$ cat config.mk
export PLATFORM = sky130hd
export DESIGN_NAME = ram_arbiter
export DESIGN_NICKNAME = d
export VERILOG_FILES = /design/src/rtl/ram_arbiter.sv
export SDC_FILE = /design/constraint.sdc
export NUM_CORES = 1
export LEC_CHECK = 0
export BUFFER_PORTS_ARGS = -buffer_cell sky130_fd_sc_hd__buf_2
export CORE_AREA = 2 2 116 118
export CTS_BUF_LIST = sky130_fd_sc_hd__clkbuf_4
export CTS_CLUSTER_DIAMETER = 150
export DETAILED_ROUTE_END_ITERATION = 16
export DIE_AREA = 0 0 118 120
export PLACE_DENSITY = 0.65
export SLEW_MARGIN = 30
export SYNTH_ARGS = -nofsm -noshare
export SYNTH_HDL_FRONTEND = slang
export SYNTH_SLANG_ARGS = --single-unit
$ cat constraint.sdc
create_clock -name clk -period 3.98 [get_ports clk]
set_clock_uncertainty 0.2 [all_clocks]
set_input_delay 0.199 -clock clk [delete_from_list [all_inputs] [get_ports clk]]
set_output_delay 0.199 -clock clk [all_outputs]
set_load 0.02 [all_outputs]
$ cat src/rtl/ram_arbiter.sv
// Two-port arbiter in front of the single-port data RAM.
// Round-robin or fixed priority, with lock ownership and tagged read return.
module ram_arbiter #(
    parameter int RD_LATENCY = 1,
    parameter int FIXED_PRIO = 0
) (
    input  logic        clk,
    input  logic        reset,
    input  logic        m0_req,
    input  logic        m0_we,
    input  logic        m0_lock,
    input  logic [31:0] m0_addr,
    input  logic [31:0] m0_wdata,
    output logic        m0_ready,
    output logic        m0_rvalid,
    output logic [31:0] m0_rdata,
    input  logic        m1_req,
    input  logic        m1_we,
    input  logic        m1_lock,
    input  logic [31:0] m1_addr,
    input  logic [31:0] m1_wdata,
    output logic        m1_ready,
    output logic        m1_rvalid,
    output logic [31:0] m1_rdata,
    output logic        ram_wr_sig,
    output logic [31:0] ram_wr_data,
    output logic [31:0] ram_addr,
    input  logic [31:0] ram_rd_data
);

    typedef enum logic [1:0] {
        IDLE,
        OWN0,
        OWN1
    } state_t;

    state_t state, state_nxt;
    logic   last_grant;
    logic   grant0, grant1;
    logic   rd_accept;
    logic   [RD_LATENCY-1:0] tag_vld;
    logic   [RD_LATENCY-1:0] tag_own;
    logic   [31:0] rdata0_q, rdata1_q;

    always_comb begin
        grant0    = 1'b0;
        grant1    = 1'b0;
        state_nxt = state;
        if (!reset) begin
            unique case (state)
                IDLE: begin
                    if (m0_req && m1_req) begin
                        // last_grant == 1 means port 0 is owed the tie
                        if ((FIXED_PRIO != 0) || last_grant)
                            grant0 = 1'b1;
                        else
                            grant1 = 1'b1;
                    end else begin
                        grant0 = m0_req;
                        grant1 = m1_req;
                    end
                    if (grant0 && m0_lock)
                        state_nxt = OWN0;
                    else if (grant1 && m1_lock)
                        state_nxt = OWN1;
                end
                OWN0: begin
                    grant0 = m0_req;
                    if (!m0_lock)
                        state_nxt = IDLE;
                end
                OWN1: begin
                    grant1 = m1_req;
                    if (!m1_lock)
                        state_nxt = IDLE;
                end
                default: state_nxt = IDLE;
            endcase
        end
    end

    assign m0_ready  = grant0;
    assign m1_ready  = grant1;
    assign rd_accept = (grant0 && !m0_we) || (grant1 && !m1_we);

    always_comb begin
        ram_wr_sig  = 1'b0;
        ram_wr_data = 32'h0;
        ram_addr    = 32'h0;
        if (grant0) begin
            ram_wr_sig  = m0_we;
            ram_wr_data = m0_wdata;
            ram_addr    = m0_addr;
        end else if (grant1) begin
            ram_wr_sig  = m1_we;
            ram_wr_data = m1_wdata;
            ram_addr    = m1_addr;
        end
    end

    always_ff @(posedge clk) begin
        if (reset) begin
            state      <= IDLE;
            last_grant <= 1'b1;
            tag_vld    <= '0;
            tag_own    <= '0;
            rdata0_q   <= 32'h0;
            rdata1_q   <= 32'h0;
        end else begin
            state <= state_nxt;
            if (grant0 || grant1)
                last_grant <= grant1;
            tag_vld[0] <= rd_accept;
            tag_own[0] <= grant1;
            for (int i = 1; i < RD_LATENCY; i++) begin
                tag_vld[i] <= tag_vld[i-1];
                tag_own[i] <= tag_own[i-1];
            end
            if (m0_rvalid)
                rdata0_q <= ram_rd_data;
            if (m1_rvalid)
                rdata1_q <= ram_rd_data;
        end
    end

    assign m0_rvalid = !reset && tag_vld[RD_LATENCY-1] && !tag_own[RD_LATENCY-1];
    assign m1_rvalid = !reset && tag_vld[RD_LATENCY-1] && tag_own[RD_LATENCY-1];
    assign m0_rdata  = m0_rvalid ? ram_rd_data : rdata0_q;
    assign m1_rdata  = m1_rvalid ? ram_rd_data : rdata1_q;

endmodule

==> flow_results.org <==
** Drt
- Drt first pass iters :: 5
- The routed layout has 4,673 vias.
- After the first detailed-routing iteration, the DRC count stood at 337.
- Once detail routing completed, the nets flagged for antenna violations numbered 0.
- The final layout contains routed wiring with a total length of 16.36 mm.
- After detailed routing, the number of remaining DRC violations is 0.
- After detailed routing, the number of vias per cell comes to 4.868.
- Dividing the detail-routed wire length by the instance count gives 17.04 microns.

** Die
- In this run the vertical extent of the chip is 120 microns.
- After floorplanning, the core was divided into 42 placement rows.
- Full die area :: 0.01416 sq mm
- Width of the die :: 118 microns
- Number of ports placed on the die boundary :: 301
- Effective utilization at floorplan :: 0.3003
- Area of the core :: 0.01298 sq mm

** Power and ir drop
- In this run the power density over the cells is 273.9 mW/mm^2.
- Leakage power figure :: 3.074 nW
- Peak ir drop on the vdd network :: 0.09531 mV

** Logic synthesis
- Of the total synthesized cell area, the portion taken by full adders, half adders and majority gates is 0.
- Register bit count reported by yosys :: 69
- Synthesized area per cell :: 8.528 sq um
- In this run the cell area of the synthesized design comes to 0.003897 sq mm.
- Sequential cell area fraction in the yosys report :: 0.3544
- In the synthesized netlist, the number of instances is 457.
- Simple-gate share of the synthesized area :: 0.1554
- Synth warn :: 0
- Of the total synthesized cell area, the portion taken by XOR and XNOR cells is 0.
- In this run, distinct cell masters in the synthesized netlist total 26.
- When the netlist entered floorplanning its net count stood at 625.
- Multiplexer fraction of the synthesized cell area :: 0.1849
- The compound-cell area share of the yosys netlist was 0.2404.
- Largest family of logic cells by synthesized area :: compound AO/OA/AOI/OAI gates

** Clock network
- The root buffer cell chosen for the clock tree is clkbuf_4.
- Number of sinks on the clock net :: 69
- Clock network latency to the later pin of the worst-skew pair :: 0.40 ns
- After clock tree synthesis, the clock-pin slew on the worst setup and hold paths is 0.11 ns.
- TritonCTS buffer count :: 9
- H-tree levels :: 3
- Gates resized during post-CTS repair numbered 0.
- TritonCTS built the clock tree.
- Largest buffer count on any clock path :: 2

** STA
- After routing, the total negative slack on setup checks comes to 0 ns.
- The hold violation count in the final report was 0.
- Based on the critical path, the design can be clocked at up to 354.7 MHz.
- Final worst-path setup slack :: 1.160 ns
- The total count of max-transition violations in the final report was 0.
- At the pin with the least slew margin, the transition time is 0.7267 ns.
- Slew headroom :: 0.5156
- Setup repair after global routing left no endpoint under its margin.
- Setup violations remaining at the end of the flow were counted as 0.
- Final critical-path share of the clock period :: 0.7084
- Shortest clock period the worst path allows after layout :: 2.820 ns

** Place
- Prior to clock tree synthesis, the placed netlist has a worst setup slack of 1.456 ns.
- The placed instances occupy a cell area of 0.005450 sq mm.
- The count of buffers added on input and output ports is 300.
- DP HPWL :: 12.33 mm
- GP Congestion :: 0.8109

** Finish
- Share of layout cells above drive strength 1 :: 0.5013
- The finished cells cover 0.005981 sq mm.
- The library cells used most frequently in the layout, excluding fill and tap cells, are buf_2, nand2_1, dfxtp_1.
- Area Overhead vs Synth :: 53.45%
- The library cell used most frequently in the layout, excluding fill and tap cells, is buf_2.
- Util after Layout :: 0.4608
- After the last flow step, the layout net total stands at 943.

** Critical path
- Arrival @ worst endpoint :: 2.42 ns
- Critical path startpoint category :: flip-flop
- The worst setup path is of the reg2out kind.
- Critical Path RT :: 3.58 ns
- Along the worst path, the maximum fanout reaches 22.
- Crit end category :: output pin

** Run status
- The run finished with clean final reports.

** GRT
- After global routing the overflow that remains totals 0.
- Global-route usage over all layers :: 0.2200
- Wire length of the first global-routing pass :: 24.32 mm
- The initial antenna violation count came to 4.
- Entering global routing, the biggest net connects 69 pins.
- Number of global-route vias before repair :: 4,452

** Run
- The tool flagged a number of max-cap violations equal to 0.

** Worst hold path
- The tightest min-delay check is of the in2reg type.
[final timing paths]
path	start	endpoint	slack (ns)	cells past startpoint
setup / recovery	tag_vld	m0_rdata[4]	1.16	4
hold / removal	reset	rdata0_q[24]	0.13	2
setup reg to reg	state[1]	tag_vld	1.67	5
hold reg to reg	rdata1_q[9]	rdata1_q[9]	0.26	2
[layer usage]
layer,GRT usage,vias up,share of wire
met5,0,-,0.00043
met4,0.06852,2,0.017
met3,0.06559,26,0.080
met2,0.3790,212,0.50
met1,0.2635,2166,0.40
li1,-,2267,-
[power breakdown]
part / internal, mW / switching (mW)
registers: 0.714 / 0.0154
clock network: 0.138 / 0.250
logic: 0.225 / 0.295
[synth_stat cells (all sizes together)]
library cell / instances / area (sq um)
inv: 4 / 15.01
a21oi: 66 / 330.3
nand3b: 1 / 20.02
a22o: 66 / 578.1
nor2: 2 / 10.01
buf: 32 / 200.2
dfxtp: 69 / 1381
o211a: 2 / 20.02
nor3: 1 / 10.01
and2: 1 / 6.260
nor3b: 2 / 26.28
mux2: 64 / 720.7
clkbuf: 10 / 37.54
nor2b: 1 / 6.260
a211o: 1 / 8.760
nand2: 131 / 491.7
nor4b: 1 / 8.760
nand2b: 3 / 26.27
[worst max-delay path: stages, from the launching register on]
cell,delay [ns]
dfxtp_1,0.46
nor3b_4,0.57
buf_4,0.41
mux2_1,0.39
buf_2,0.17
[layout make-up]
class                   count  area [sq um]
diodes                      4         10.01
inverters                   4         15.01
clock inverters             5         27.53
fillers                  1322          6999
repair buffers            349          1972
well taps                 176         220.2
multi-input cells         342          2272
clock buffers              11         82.58
flip-flops and latches     69          1381
[kinds of logic (layout without fill, tap and decap cells)]
family                 after synthesis  count (layout)
other                                0               4
and+or+nand+nor                    143             143
DFF                                 69              69
buffers and inverters               46             369
muxes                               64              64
AOI/OAI and AO/OA                  135             135
[what timing repair did]
action	4_1_cts	5_1_grt
hold buffers	41	0
hold endpoints to repair	69	0
buffers inserted	0	0
[registers in the layout, summed over array words and instances (netlist names)]
name        count
rdata1_q       32
last_grant      1
state           2
rdata0_q       32
tag_vld         1
tag_own         1
[through the flow]
| stage | cells | hold slack, ns | power (mW) |
|---|---|---|---|
| 2_1_floorplan | 457 | 0.1128 | 1.022 |
| 3_3_place_gp | 899 | 0.2352 | 1.231 |
| 3_5_place_dp | 899 | 0.2429 | 1.233 |
| 4_1_cts | 956 | 0.09315 | 1.656 |
| 5_1_grt | 957 | 0.1155 | 1.727 |
| 6_report | 960 | 0.1348 | 1.638 |
(Power assumes the default switching activity.)
